$ cat config.mk
export PLATFORM = sky130hd
export DESIGN_NAME = voice_param
export DESIGN_NICKNAME = d
export VERILOG_FILES = /design/src/rtl/tiny_synth_pkg.sv /design/src/rtl/adsr_envelope_param.sv /design/src/rtl/voice_param.sv
export SDC_FILE = /design/constraint.sdc
export NUM_CORES = 1
export LEC_CHECK = 0
export ABC_AREA = 0
export ABC_CLOCK_PERIOD_IN_PS = 7500
export CAP_MARGIN = 20
export CORE_MARGIN = 3
export CORE_UTILIZATION = 50
export DETAILED_ROUTE_END_ITERATION = 16
export PLACE_DENSITY = 0.69
export SYNTH_ARGS = -nofsm -noshare
export SYNTH_HDL_FRONTEND = slang
export SYNTH_HIERARCHICAL = 1
export SYNTH_SLANG_ARGS = --single-unit
export TNS_END_PERCENT = 10
$ cat constraint.sdc
create_clock -name clk -period 7.5 [get_ports clk]
set_input_delay 1.125 -clock clk [delete_from_list [all_inputs] [get_ports clk]]
set_output_delay 1.125 -clock clk [all_outputs]
set_load 0.02 [all_outputs]
$ cat src/rtl/tiny_synth_pkg.sv
// Shared definitions for the synth voice: envelope state encoding and noise LFSR constants.
package tiny_synth_pkg;

  typedef enum logic [2:0] {
    IDLE    = 3'd0,
    ATTACK  = 3'd1,
    DECAY   = 3'd2,
    SUSTAIN = 3'd3,
    RELEASE = 3'd4
  } env_state_t;

  localparam int              LFSR_BITS  = 23;
  localparam logic [22:0]     LFSR_SEED  = 23'h7FFFF8;
  localparam int              LFSR_TAP_A = 22;
  localparam int              LFSR_TAP_B = 17;

endpackage

$ cat src/rtl/adsr_envelope_param.sv
// ADSR envelope with run-time rates; level is ENV_BITS+8 bits with 8 fraction bits.
module adsr_envelope_param
  import tiny_synth_pkg::*;
#(
  parameter int ENV_BITS  = 8,
  parameter int RATE_BITS = 16
) (
  input  logic                  clk,
  input  logic                  rst,
  input  logic                  sample_tick,
  input  logic                  gate,
  input  logic [RATE_BITS-1:0]  attack_inc,
  input  logic [RATE_BITS-1:0]  decay_inc,
  input  logic [RATE_BITS-1:0]  release_inc,
  input  logic [ENV_BITS-1:0]   sustain_level,
  output logic [ENV_BITS+7:0]   level,
  output env_state_t            state,
  output logic                  is_idle
);

  localparam int LEVEL_BITS = ENV_BITS + 8;
  // One spare bit above the wider of level/rate so sums and bounds never wrap.
  localparam int W = ((RATE_BITS > LEVEL_BITS) ? RATE_BITS : LEVEL_BITS) + 1;

  logic [LEVEL_BITS-1:0] level_reg;
  env_state_t            state_reg;

  logic [LEVEL_BITS-1:0] sustain_full;
  logic [W-1:0]          level_ext, sustain_ext, full_ext;
  logic [W-1:0]          attack_sum, decay_diff, release_diff;
  logic                  attack_done, decay_done, release_done;

  assign sustain_full = {sustain_level, 8'h00};
  assign level_ext    = W'(level_reg);
  assign sustain_ext  = W'(sustain_full);
  assign full_ext     = W'({LEVEL_BITS{1'b1}});

  assign attack_sum   = level_ext + W'(attack_inc);
  assign decay_diff   = level_ext - W'(decay_inc);
  assign release_diff = level_ext - W'(release_inc);
  assign attack_done  = attack_sum >= full_ext;
  assign decay_done   = level_ext <= (sustain_ext + W'(decay_inc));
  assign release_done = level_ext <= W'(release_inc);

  always_ff @(posedge clk) begin
    if (rst) begin
      state_reg <= IDLE;
      level_reg <= '0;
    end else if (sample_tick) begin
      // Gate edges take priority; a zero rate holds both state and level.
      case (state_reg)
        IDLE: begin
          if (gate) state_reg <= ATTACK;
        end
        ATTACK: begin
          if (!gate) begin
            state_reg <= RELEASE;
          end else if (attack_inc != '0) begin
            if (attack_done) begin
              level_reg <= '1;
              state_reg <= DECAY;
            end else begin
              level_reg <= attack_sum[LEVEL_BITS-1:0];
            end
          end
        end
        DECAY: begin
          if (!gate) begin
            state_reg <= RELEASE;
          end else if (decay_inc != '0) begin
            if (decay_done) begin
              level_reg <= sustain_full;
              state_reg <= SUSTAIN;
            end else begin
              level_reg <= decay_diff[LEVEL_BITS-1:0];
            end
          end
        end
        SUSTAIN: begin
          if (!gate) state_reg <= RELEASE;
          else       level_reg <= sustain_full;
        end
        RELEASE: begin
          if (gate) begin
            state_reg <= ATTACK;
          end else if (release_inc != '0) begin
            if (release_done) begin
              level_reg <= '0;
              state_reg <= IDLE;
            end else begin
              level_reg <= release_diff[LEVEL_BITS-1:0];
            end
          end
        end
        default: state_reg <= IDLE;
      endcase
    end
  end

  assign level   = level_reg;
  assign state   = state_reg;
  assign is_idle = (state_reg == IDLE);

endmodule

$ cat src/rtl/voice_param.sv
// Programmable synth voice: phase-accumulator tone, ADSR envelope and amplitude scaler.
// Define VOICE_PARAM_GLIDE_EN to enable portamento (cur_freq slews toward tone_freq).
module voice_param
  import tiny_synth_pkg::*;
#(
  parameter int OUTPUT_BITS      = 12,
  parameter int FREQ_BITS        = 16,
  parameter int PULSEWIDTH_BITS  = 12,
  parameter int ACCUMULATOR_BITS = 24,
  parameter int ENV_BITS         = 8,
  parameter int RATE_BITS        = 16
) (
  input  logic                        clk,
  input  logic                        rst,
  input  logic                        sample_tick,
  input  logic [FREQ_BITS-1:0]        tone_freq,
  input  logic [PULSEWIDTH_BITS-1:0]  pulse_width,
  input  logic [3:0]                  waveform,
  input  logic                        gate,
  input  logic [RATE_BITS-1:0]        attack_inc,
  input  logic [RATE_BITS-1:0]        decay_inc,
  input  logic [RATE_BITS-1:0]        release_inc,
  input  logic [ENV_BITS-1:0]         sustain_level,
  input  logic [FREQ_BITS-1:0]        glide_inc,
  input  logic                        en_ringmod,
  input  logic                        ringmod_source,
  input  logic                        en_sync,
  input  logic                        sync_source,
  output logic signed [OUTPUT_BITS-1:0] dout,
  output logic [ENV_BITS-1:0]         env_amplitude,
  output logic                        accumulator_msb,
  output logic                        accumulator_overflow,
  output logic                        is_idle
);

  localparam int MSB        = ACCUMULATOR_BITS - 1;
  localparam int LEVEL_BITS = ENV_BITS + 8;
  localparam int PROD_BITS  = OUTPUT_BITS + ENV_BITS + 1;

  logic [ACCUMULATOR_BITS-1:0] acc_reg, acc_next;
  logic [ACCUMULATOR_BITS:0]   acc_sum;
  logic                        overflow_reg;
  logic [LFSR_BITS-1:0]        lfsr_reg;
  logic [FREQ_BITS-1:0]        cur_freq;
  logic                        sync_now, noise_step;

  logic [OUTPUT_BITS-1:0] saw, tri_t, tri_w, pulse, noise, raw, wave_next;
  logic                   fold;
  logic signed [OUTPUT_BITS-1:0] wave_reg, dout_reg;
  logic [ENV_BITS-1:0]           env_amp_reg;
  logic signed [PROD_BITS-1:0]   product, scaled;

  logic [LEVEL_BITS-1:0] env_level;
  env_state_t            env_state;
  logic                  unused_env;

`ifdef VOICE_PARAM_GLIDE_EN
  logic [FREQ_BITS-1:0] cur_freq_reg;

  always_ff @(posedge clk) begin
    if (rst) begin
      cur_freq_reg <= '0;
    end else if (sample_tick) begin
      if (glide_inc == '0 || cur_freq_reg == tone_freq)
        cur_freq_reg <= tone_freq;
      else if (cur_freq_reg < tone_freq)
        cur_freq_reg <= (tone_freq - cur_freq_reg <= glide_inc) ? tone_freq : cur_freq_reg + glide_inc;
      else
        cur_freq_reg <= (cur_freq_reg - tone_freq <= glide_inc) ? tone_freq : cur_freq_reg - glide_inc;
    end
  end

  assign cur_freq = cur_freq_reg;
`else
  logic unused_glide;
  assign unused_glide = ^glide_inc;
  assign cur_freq     = tone_freq;
`endif

  assign sync_now   = en_sync & sync_source;
  assign acc_sum    = {1'b0, acc_reg} + (ACCUMULATOR_BITS + 1)'(cur_freq);
  assign acc_next   = sync_now ? '0 : acc_sum[MSB:0];
  // Noise clocks off a rising edge of a fixed accumulator bit, so its rate tracks pitch.
  assign noise_step = acc_next[ACCUMULATOR_BITS-5] & ~acc_reg[ACCUMULATOR_BITS-5];

  assign saw   = acc_reg[MSB -: OUTPUT_BITS];
  assign tri_t = acc_reg[MSB-1 -: OUTPUT_BITS];
  assign fold  = acc_reg[MSB] ^ (en_ringmod & ringmod_source);
  assign tri_w = fold ? ~tri_t : tri_t;
  assign pulse = (acc_reg[MSB -: PULSEWIDTH_BITS] >= pulse_width) ? '1 : '0;
  assign noise = lfsr_reg[LFSR_BITS-1 -: OUTPUT_BITS];

  genvar gi;
  generate
    for (gi = 0; gi < OUTPUT_BITS; gi++) begin : g_mix
      assign raw[gi] = (noise[gi] | ~waveform[0]) & (pulse[gi] | ~waveform[1]) &
                       (tri_w[gi] | ~waveform[2]) & (saw[gi]   | ~waveform[3]);
    end
  endgenerate

  // Offset-binary to two's complement by flipping the sign bit.
  assign wave_next = (waveform == 4'd0) ? '0 : {~raw[OUTPUT_BITS-1], raw[OUTPUT_BITS-2:0]};

  assign product = $signed({{(ENV_BITS+1){wave_reg[OUTPUT_BITS-1]}}, wave_reg}) *
                   $signed({{OUTPUT_BITS{1'b0}}, 1'b0, env_amp_reg});
  assign scaled  = product >>> ENV_BITS;

  always_ff @(posedge clk) begin
    if (rst) begin
      acc_reg      <= '0;
      overflow_reg <= 1'b0;
      lfsr_reg     <= LFSR_SEED;
      wave_reg     <= '0;
      env_amp_reg  <= '0;
      dout_reg     <= '0;
    end else if (sample_tick) begin
      acc_reg      <= acc_next;
      overflow_reg <= ~sync_now & acc_sum[ACCUMULATOR_BITS];
      if (noise_step)
        lfsr_reg <= {lfsr_reg[LFSR_BITS-2:0], lfsr_reg[LFSR_TAP_A] ^ lfsr_reg[LFSR_TAP_B]};
      wave_reg     <= wave_next;
      env_amp_reg  <= env_level[LEVEL_BITS-1 -: ENV_BITS];
      dout_reg     <= scaled[OUTPUT_BITS-1:0];
    end
  end

  adsr_envelope_param #(
    .ENV_BITS  (ENV_BITS),
    .RATE_BITS (RATE_BITS)
  ) u_env (
    .clk           (clk),
    .rst           (rst),
    .sample_tick   (sample_tick),
    .gate          (gate),
    .attack_inc    (attack_inc),
    .decay_inc     (decay_inc),
    .release_inc   (release_inc),
    .sustain_level (sustain_level),
    .level         (env_level),
    .state         (env_state),
    .is_idle       (is_idle)
  );

  assign unused_env = ^{env_level[LEVEL_BITS-ENV_BITS-1:0], env_state};

  assign dout                 = dout_reg;
  assign env_amplitude        = env_amp_reg;
  assign accumulator_msb      = acc_reg[MSB];
  assign accumulator_overflow = overflow_reg;

endmodule

# Word-level counts from Yosys, hierarchy flattened
# Cells that the tools add are included.
# totals
register_bits,99
out_inout_bits,23
wordCells,171
in_bits,112
# op_classes
bitwise,98
reduce_logical,9
multipliers,1
eq_ne,19
magnitude_cmp,4
n_addsub,5
muxes,27
# ops
operator,n
$mux W16,10
$pmux W16 S4,1
$or A1 B1 Y1,48
$reduce_bool A16 Y1,3
$and A1 B1 Y1,40
$mux W12,3
$add A16 B16 Y17,2
$mux W3,11
$sub A16 B16 Y16,2
$add A24 B16 Y25,1
$mux W24,1
$mul A12 B9 Y20,1
$ne A3 B2 Y1 const B,6
$reduce_and A9 Y1,2
$ge A17 B16 Y1 const B,1
$le A16 B17 Y1,1
$le A16 B16 Y1,1
$pmux W3 S5,1
$ge A12 B12 Y1,1
$ne A2 B2 Y1 const B,6
$not A12 Y12,1
$not A1 Y1,7
$eq A3 B2 Y1 const B,2
$ne A2 B1 Y1 const B,3
7 further kinds,8

# Logic depth before layout (Yosys ltp)
# Gate-level depths: netlist (run 1).
# logic_depth
word_depth,8
depth_mapped,18
ltp_nobuf,17

# By module
# The synthesis (run 1) kept the hierarchy.
# by_module_without_submodules
module,seq_area_each_um2,cells_per_inst,area_per_inst_um2,n_inst
voice_param,1601.5,880,7667.4,1
adsr_envelope_param,380.4,598,4436.8,1

# Worst setup path after synthesis (run 1)
# No wires, ideal clock.
# synth_path
path_kind,reg2reg
startpoint,register env_amp_reg[1] (netlist: env_amplitude[1])
endpoint,register dout_reg[8] (netlist: dout[8])
setup_slack_ps,2650
required_ps,7378
n_path_buf,1
setup_time_ps,122
synth_period_minus_slack_ps,4850
t_arrival_ps,4728
path_stages_with_launch,17
cell_sequence,dfxtp_1 clkbuf_1 nand2_1 fa_1 fa_1 inv_1 fa_1 inv_1 fa_1 inv_1 ha_1 nand2_1 nand4b_1 or3_1 a41oi_1 o21ai_0 a221o_1
# synth_between
elab_chain_cells,1
# synth_rtl
element,line_no,text
"start, declared",voice_param.sv:50,logic [ENV_BITS-1:0] env_amp_reg;
"start signal, assigned",voice_param.sv:122,env_amp_reg <= env_level[LEVEL_BITS-1 -: ENV_BITS];
$mul A12 B9 Y20,voice_param.sv:104,"assign product = $signed({{(ENV_BITS+1){wave_reg[OUTPUT_BITS-1]}}, wave_reg}) *"
"end signal, assigned",voice_param.sv:123,dout_reg <= scaled[OUTPUT_BITS-1:0];
"end, declared",voice_param.sv:49,"logic signed [OUTPUT_BITS-1:0] wave_reg, dout_reg;"
# Every way passes these cells.
# A chain may end at the register's enable or synchronous reset.

# Worst setup path after layout (run 1)
# layout_path
startpoint,register env_amp_reg[2] (netlist: env_amplitude[2])
endpoint,register dout_reg[10] (netlist: dout[10])
# The elaborated chain is that of the path after synthesis.

==> results of run 1 <==
-- cell families after synthesis --
logic type / count (synthesis) / share of synthesized area, %
xor gates and xnor gates: 71 / 5.14
and+or+nand+nor: 477 / 20.1
muxes: 43 / 3.57
buffers and inverters: 237 / 7.64
AOI/OAI and AO/OA: 345 / 20.9
DFF: 99 / 16.4
adders and majority gates: 206 / 26.3
-- per-layer routing --
layer  vias to the layer above  GRT usage (%)  share of wire [%]
li1                       5358              -                  -
met1                      5215           33.7                 46
met2                       295           40.5                 47
met3                        57           3.77                4.8
met4                         0           7.67                2.8
met5                         -              0                  0
-- critical path, cell delays in order, from the launching register on --
cell and delay (ns):
dfxtp_1 0.67, nand2_1 0.16, fa_1 0.55, inv_1 0.06
fa_1 0.50, fa_1 0.50, inv_1 0.05, fa_1 0.53
inv_1 0.04, ha_1 0.34, a21oi_1 0.35, nand4b_1 0.15
nor3_1 0.37, and4bb_1 0.29, or3_1 0.35, a32o_1 0.25
-- how the worst min path moves through the flow --
stage,start,to,slack [ns]
6_report,accumulator_overflow,accumulator_overflow,0.46
5_1_grt,accumulator_overflow,accumulator_overflow,0.49
4_1_cts,accumulator_overflow,accumulator_overflow,0.46
3_5_place_dp,accumulator_overflow,accumulator_overflow,0.45
3_3_place_gp,dout[5],dout[5],0.44
2_1_floorplan,lfsr_reg[2],lfsr_reg[2],0.45
-- final cells by class --
cell class,instances,area share (%)
Tap cell,319,2.91
Clock buffer,9,1.64
Timing Repair Buffer,123,8.80
Multi-Input combinational cell,1142,67.0
Sequential cell,99,14.4
Inverter,178,4.86
Clock inverter,7,0.373
-- stage by stage --
stage	setup slack [ns]	cells	cell area (um^2)	utilization, %
5_1_grt	1.90	1877	13700	58.2
6_report	2.23	1877	13700	58.2
3_3_place_gp	2.27	1861	13500	57.0
3_5_place_dp	2.22	1861	13500	57.0
4_1_cts	2.23	1877	13700	58.2
2_1_floorplan	2.65	1478	12100	-
-- cell usage in the layout, fill, tap and decap left out, drive strengths merged, types with 11 or more instances in the layout --
cell / Yosys / layout
nand4: 18 / 18
clkdlybuf4s50: 0 / 116
and2: 51 / 51
a21o: 28 / 28
nor3: 25 / 25
xor2: 33 / 33
nor2b: 11 / 11
ha: 126 / 126
nand2: 142 / 142
o221ai: 17 / 17
and3: 17 / 17
mux2i: 42 / 42
nor4: 17 / 17
a31oi: 11 / 11
nand2b: 28 / 28
nand3: 39 / 39
dfxtp: 99 / 99
nor2: 86 / 86
a21oi: 76 / 76
xnor2: 38 / 38
o31ai: 16 / 16
inv: 178 / 180
a211oi: 19 / 19
fa: 80 / 80
o21ai: 49 / 49
o21a: 18 / 18
-- where the power goes --
part	switching (uW)	internal [uW]	total, uW
sequential	34.0	544	578
combinational	280	225	505
clock	226	227	453
==> metrics.txt, run 1 <==
status=complete, no violations; post-DR vias/cell=approximately 5.8; hold path cells=1; synthesized flop and latch total=~100; Post-synth EDFFs=0; Overflow after GRT=0; Synth area leader=dfxtp_1; Synth Instances=approximately 1,500; count of different cell masters after synthesis=90; R2R depth=15; CTS tree=built; pwr/cell area=between 100 and 150 nW/um^2; Fin Hold WS=0.462 ns; ANT cells=0; GP Congestion=a little under 1; number of synthesis warnings=6; Initial Util=~51%; CP startpoint=env_amplitude[2]; Seq/Total Area, Yosys=16.4%; Final #Nets=approximately 1,900; antenna-violating nets left=0; mapped cell area=roughly 12,000 um^2; Num CTS Buffers=9; first-pass GRT wire length=roughly 53 mm; DR WL/cell=about 17 um; HPWL Detailed=between 20 and 30 mm; total setup buffers inserted after CTS=0; synth cell count leaders=inv_1 (176), nand2_1 (142), ha_1 (126); I/O pin count=between 100 and 150; Synth top area share=16.4%; Setup crit end=dout[10]; critical path class=reg -> reg; port bufs=about 120; Tmin final=approximately 5.3 ns; pin count of the biggest net entering global routing=60; H-tree lvl count=3; clock transition at the registers of the reported paths=around 0.080 ns; Final Hold Vio Count=0; Peak supply drop=0.0951 mV; ranking of synthesized cells by area=dfxtp_1 (16%), fa_1 (13%), ha_1 (13%); worst slew pin tran=approximately 1.0 ns; CP max FO=14; num rows=56; Final Cycle Share=70.3%; Syn-to-layout area delta=13.5%; CP Launch Type=register; area of the multi-input gates=between 9000 and 10,000 um^2; routed wire length=about 32 mm; RSZ-0062 raised after global routing=no; post-route setup TNS=0 ns; Die ar.=around 26,000 um^2; Slew headroom=about 31%; Clock Latency Late Sink=~0.35 ns; Max Fclk=~0.19 GHz; data arrival time of the worst path=5.53 ns; Pre-antenna DRT Iters=5; Mean Syn Cell Area=about 8 um^2; Critical R2R Capture=dout[10]; # fillers=between 2,000 and 2,500; residual DRC count=0; max_cap viols=0; Slew Viols, Final=0; Design Power=about 1500 uW; CTS resizes=0; clk root buf=clkbuf_16; critical path endpoint category=register; Initial DRC Count=797; Reg area=1980 um^2; share of cells above drive strength 1=3.59%; Die H=between 150 and 200 um; Worst Clk Skew=roughly 0.013 ns; top_reg_cell synth=dfxtp_1; Pleak=roughly 0.006 uW; reg2reg start=env_amplitude[2]; top-count cell post-synth=inv_1; Vias=approximately 11,000; vias in the first global route=roughly 11,000; hold crit path type=reg -> reg; core area=between 20,000 and 25,000 um^2; CTS Hold Bufs=0; Post-synth ARST share=0%; WP data required=approximately 7.8 ns; Max Root-Sink Buffers=2; initial antenna violation count=0; Synth Net Count=between 1,500 and 2,000; max reg flops=24; final setup fails=0; Global Route Usage Sum=24.7%; Die X=about 160 um; FF-to-FF setup slack=approximately 2.2 ns; # clock sinks=between 90 and 100
(Power assumes the default switching activity.)
==> run 2, diff against run 1 <==
--- a/config.mk
+++ b/config.mk
@@ -6,12 +6,12 @@
 export NUM_CORES = 1
 export LEC_CHECK = 0
 export ABC_AREA = 0
-export ABC_CLOCK_PERIOD_IN_PS = 7500
+export ABC_CLOCK_PERIOD_IN_PS = 4600
 export CAP_MARGIN = 20
 export CORE_MARGIN = 3
 export CORE_UTILIZATION = 50
 export DETAILED_ROUTE_END_ITERATION = 16
-export PLACE_DENSITY = 0.69
+export PLACE_DENSITY = 0.72
 export SYNTH_ARGS = -nofsm -noshare
 export SYNTH_HDL_FRONTEND = slang
 export SYNTH_HIERARCHICAL = 1
==> constraint.sdc (replaced) <==
create_clock -name clk -period 4.6 [get_ports clk]
set_input_delay 0.69 -clock clk [delete_from_list [all_inputs] [get_ports clk]]
set_output_delay 0.69 -clock clk [all_outputs]
set_load 0.02 [all_outputs]
==> metrics.txt, run 2 (same netlist as run 1, synthesis figures left out) <==
Max Used Layer=met4 (unchanged); Final Cycle Share=97.5% (was 70.3%); share of cells above drive strength 1=12.0% (was 3.59%); CTS tree=built (unchanged); routed wl met2=16.2 mm (was 15.0 mm); core area=23,600 um^2 (unchanged); clk root buf=clkbuf_16 (unchanged); port bufs=118 (unchanged); DR WL/cell=17.4 um (was 17.1 um); # clock sinks=99 (unchanged); pwr/cell area=177 nW/um^2 (was 112 nW/um^2); FF-to-FF setup slack=0.12 ns (was 2.23 ns); Initial DRC Count=987 (was 797); RSZ-0062 raised after global routing=yes (was no); HPWL Detailed=27.3 mm (was 25.6 mm); vias in the first global route=10,927 (was 10,594); Overflow after GRT=0 (unchanged); num rows=56 (unchanged); most common cell after layout, fill and taps aside=inv_1 (unchanged); critical path class=reg -> reg (unchanged); antenna-violating nets left=0 (unchanged); pin count of the biggest net entering global routing=42 (was 60); Worst Clk Skew=0.0112 ns (was 0.0126 ns); clock transition at the registers of the reported paths=0.08 ns (about the same); Pre-antenna DRT Iters=6 (was 5); Global Route Usage Sum=25.7% (was 24.7%); Die ar.=26,100 um^2 (unchanged); first-pass GRT wire length=54.7 mm (was 53.1 mm); # fillers=2,054 (was 2,252); hold crit path type=reg -> reg (unchanged); CP max FO=5 (was 14); Clock Latency Late Sink=0.35 ns (about the same); status=complete, no violations (unchanged); area of the multi-input gates=9430 um^2 (was 9210 um^2); Final Hold Vio Count=0 (unchanged); max_cap viols=0 (unchanged); Met3 Wirelength=1.46 mm (was 1.55 mm); Die H=162 um (unchanged); Slew Viols, Final=0 (unchanged); Syn-to-layout area delta=21.4% (was 13.5%); Max Root-Sink Buffers=2 (unchanged); critical path endpoint category=register (unchanged); Max Fclk=0.223 GHz (was 0.190 GHz); Reg area=2030 um^2 (was 1980 um^2); worst slew pin tran=1.08 ns (was 1.02 ns); most frequent cells in the layout=inv_1 (171), nand2_1 (130), ha_1 (119), clkdlybuf4s50_1 (116), dfxtp_1 (84) (was inv_1 (176), nand2_1 (142), ha_1 (126), clkdlybuf4s50_1 (116), dfxtp_1 (99)); I/O pin count=135 (unchanged); post-route setup TNS=0 ns (unchanged); H-tree lvl count=3 (unchanged); M1 wire length=15.6 mm (was 14.7 mm); CP Launch Type=register (unchanged); data arrival time of the worst path=4.74 ns (was 5.53 ns); WP data required=4.85 ns (was 7.76 ns); Vias=11,356 (was 10,925); final setup fails=0 (unchanged); post-DR vias/cell=5.80 (was 5.82); max reg flops=24 (unchanged); initial antenna violation count=0 (unchanged); Final #Nets=1,953 (was 1,871); Initial Util=51.3% (unchanged); Peak supply drop=0.162 mV (was 0.0951 mV); routed wire length=34.2 mm (was 32.1 mm); ANT cells=0 (unchanged); Pleak=0.00662 uW (was 0.00614 uW); fin worst setup slack=0.116 ns (was 2.23 ns); Place WS=-0.137 ns (was 2.22 ns); residual DRC count=0 (unchanged); Tmin final=4.48 ns (was 5.27 ns); GP Congestion=0.949 (was 0.975); Num CTS Buffers=9 (unchanged); Die X=162 um (unchanged); Slew headroom=28.3% (was 31.1%)
run 2: changes by cell type in the layout (fill, tap and decap cells not counted), sizes merged:
cell	delta
buf	+82
bufinv	+1
clkbuf	+1
clkinv	-2
clkinvlp	-1
inv	+1
run 2: cell type report:
type | instances | area share, %
timing repair buffer | 205 | 12.7
multi-input combinational | 1142 | 64.2
sequential | 99 | 13.8
inverter | 178 | 4.55
tap | 319 | 2.72
clock buffer | 10 | 1.56
clock inverter | 6 | 0.562
run 2: what timing repair did:
item | in CTS | in global routing
pin swaps | 26 | 23
setup buffers | 9 | 3
endpoints found under the setup margin | 1 | 7
gates resized for setup | 47 | 36
hold buffers | 0 | 0
run 2: layer usage:
metal,GRT usage (%),vias up
met2,43.6,313
met1,35.1,5460
met4,7.51,0
li1,-,5516
met3,2.03,67
met5,0,-
run 2: where the power goes:
part	internal [uW]	leakage [uW]	switching [uW]
sequential	883	0.000814	53.2
combinational	393	0.00566	478
clock	435	0.000148	366
total	1710	0.00662	897
run 2: metrics by stage:
stage | area [um^2] | cells | utilization (%) | power [uW] | hold WS [ns]
after floorplan | 12100 | 1478 | - | 1510 | 0.449
after global placement | 14000 | 1932 | 59.3 | 1780 | 0.442
after detailed placement | 14000 | 1932 | 59.3 | 1800 | 0.448
after CTS | 14500 | 1957 | 61.6 | 2600 | 0.464
after global routing | 14700 | 1959 | 62.2 | 2740 | 0.490
final | 14700 | 1959 | 62.2 | 2610 | 0.464
run 2: worst paths after layout:
path                                            from                   end  cells after the start
worst min register to register  accumulator_overflow  accumulator_overflow                      1
worst max-delay path                env_amplitude[1]              dout[10]                     18
worst max register to register      env_amplitude[1]              dout[10]                     18
worst min-delay path            accumulator_overflow  accumulator_overflow                      1
run 2: critical path: stages (launching register included):
cell and delay, ns:
dfxtp_4 0.38, buf_6 0.12, nand2_1 0.08, fa_1 0.52, inv_1 0.05, fa_1 0.48, fa_1 0.54, inv_1 0.05
fa_1 0.47, inv_1 0.04, ha_2 0.18, a211oi_4 0.25, buf_4 0.14, buf_4 0.10, nand3_4 0.08, nand2_2 0.09
and4bb_1 0.23, or3_1 0.34, a32o_1 0.24
==> run 3, diff against run 2 <==
--- a/config.mk
+++ b/config.mk
@@ -6,12 +6,13 @@
 export NUM_CORES = 1
 export LEC_CHECK = 0
 export ABC_AREA = 0
-export ABC_CLOCK_PERIOD_IN_PS = 4600
+export ABC_CLOCK_PERIOD_IN_PS = 5400
 export CAP_MARGIN = 20
 export CORE_MARGIN = 3
 export CORE_UTILIZATION = 50
 export DETAILED_ROUTE_END_ITERATION = 16
-export PLACE_DENSITY = 0.72
+export PLACE_DENSITY = 0.69
+export SLEW_MARGIN = 20
 export SYNTH_ARGS = -nofsm -noshare
 export SYNTH_HDL_FRONTEND = slang
 export SYNTH_HIERARCHICAL = 1
==> constraint.sdc (replaced) <==
create_clock -name clk -period 5.4 [get_ports clk]
set_input_delay 0.81 -clock clk [delete_from_list [all_inputs] [get_ports clk]]
set_output_delay 0.81 -clock clk [all_outputs]
set_load 0.02 [all_outputs]
==> metrics.txt, run 3 (same netlist as run 1, synthesis figures left out) <==
GP Congestion=0.941 (was 0.949); CP Launch Type=register (unchanged); vias in the first global route=10,452 (was 10,927); Die H=162 um (unchanged); num rows=56 (unchanged); antenna-violating nets left=0 (unchanged); Initial DRC Count=668 (was 987); Max Root-Sink Buffers=2 (unchanged); Slew headroom=24.9% (was 28.3%); Peak supply drop=0.152 mV (was 0.162 mV); final setup fails=0 (unchanged); H-tree lvl count=3 (unchanged); final non-filler cell total=1,886 (was 1,959); Num CTS Buffers=9 (unchanged); Die X=162 um (unchanged); Slew Viols, Final=0 (unchanged); placed cell count=1,870 (was 1,932); most common cell after layout, fill and taps aside=inv_1 (unchanged); clock transition at the registers of the reported paths=0.09 ns (was 0.08 ns); pin count of the biggest net entering global routing=36 (was 42); total setup buffers inserted after CTS=0 (was 9); ANT cells=0 (unchanged); status=complete, no violations (unchanged); max reg flops=24 (unchanged); WP data required=5.66 ns (was 4.85 ns); Die ar.=26,100 um^2 (unchanged); Worst Clk Skew=0.0122 ns (was 0.0112 ns); Tmin final=5.04 ns (was 4.48 ns); worst slew pin tran=1.11 ns (was 1.08 ns); hold crit path type=reg -> reg (unchanged); Pre-antenna DRT Iters=5 (was 6); data arrival time of the worst path=5.29 ns (was 4.74 ns); HPWL Detailed=26.3 mm (was 27.3 mm); Fin Hold WS=0.466 ns (was 0.464 ns); core area=23,600 um^2 (unchanged); Final Hold Vio Count=0 (unchanged); design area=13,800 um^2 (was 14,700 um^2); share of cells above drive strength 1=4.15% (was 12.0%); Final Cycle Share=93.3% (was 97.5%); RSZ-0062 raised after global routing=no (was yes); Vias=10,946 (was 11,356); I/O pin count=135 (unchanged); Initial Util=51.3% (unchanged); first-pass GRT wire length=53.0 mm (was 54.7 mm); DR WL/cell=17.2 um (was 17.4 um); Clock Latency Late Sink=0.36 ns (was 0.35 ns); placed cell area=13,500 um^2 (was 14,000 um^2); CTS resizes=0 (was 47); most frequent cells in the layout=inv_1 (176), nand2_1 (142), ha_1 (126), clkdlybuf4s50_1 (116), dfxtp_1 (99) (was inv_1 (171), nand2_1 (130), ha_1 (119), clkdlybuf4s50_1 (116), dfxtp_1 (84)); CTS tree=built (unchanged); initial antenna violation count=0 (unchanged); routed wire length=32.5 mm (was 34.2 mm); Pleak=0.00621 uW (was 0.00662 uW); Design Power=2200 uW (was 2610 uW); max_cap viols=0 (unchanged); # clock sinks=99 (unchanged); Max Fclk=0.199 GHz (was 0.223 GHz); critical path endpoint category=register (unchanged); residual DRC count=0 (unchanged); CTS Hold Bufs=0 (unchanged); post-DR vias/cell=5.80 (about the same); Final #Nets=1,880 (was 1,953); CP max FO=10 (was 5); clk root buf=clkbuf_16 (unchanged); post-route setup TNS=0 ns (unchanged); critical path class=reg -> reg (unchanged); pwr/cell area=159 nW/um^2 (was 177 nW/um^2); Syn-to-layout area delta=14.4% (was 21.4%); Overflow after GRT=0 (unchanged); port bufs=118 (unchanged); Global Route Usage Sum=24.8% (was 25.7%)
run 3: cell count changes in the layout (fill, tap and decap cells not counted), sizes merged:
cell      change
inv           +1
clkinv        +2
clkinvlp      -1
bufinv        -1
clkbuf        -1
buf          -73
run 3: worst max-delay path, stage by stage, from the launching register on:
cell      delay [ns]
dfxtp_1         0.57
nand2_1         0.24
fa_1            0.58
inv_1           0.05
fa_1            0.48
fa_1            0.49
inv_1           0.05
fa_1            0.52
inv_1           0.04
ha_1            0.36
a211oi_2        0.24
nand4b_1        0.15
nor3_1          0.29
and4bb_1        0.26
or3_1           0.35
a32o_1          0.25
run 3: final cells by class:
type,instances,area (um^2)
multi-input combinational,1142,9210
inverter,178,668
sequential,99,1980
fill,2178,9770
clock inverter,7,88.8
tap,319,399
clock buffer,9,225
timing repair buffer,132,1280
run 3: worst paths after layout:
kind	startpoint	to	slack (ns)	depth (start not counted)
max reg2reg	wave_reg[11]	dout[10]	0.36	15
max	wave_reg[11]	dout[10]	0.36	15
min	dout[5]	dout[5]	0.47	2
min reg2reg	dout[5]	dout[5]	0.47	2
run 3: power by group:
group | internal (uW) | switching [uW]
combinational | 314 | 391
sequential | 755 | 45.0
clock | 336 | 360
total | 1410 | 796
run 3: layer usage:
layer / up-vias / wire length (um) / track usage (%)
li1: 5374 / - / -
met1: 5272 / 15400 / 34.6
met2: 245 / 15200 / 41.1
met3: 55 / 1140 / 2.28
met4: 0 / 746 / 6.69
met5: - / 0 / 0
run 3: stage by stage:
| stage | setup WS, ns | util, % |
|---|---|---|
| floorplan | 0.550 | - |
| global placement | 0.388 | 57.3 |
| detailed placement | 0.315 | 57.3 |
| CTS | 0.291 | 58.6 |
| global route | 0.0667 | 58.6 |
| finish | 0.363 | 58.6 |
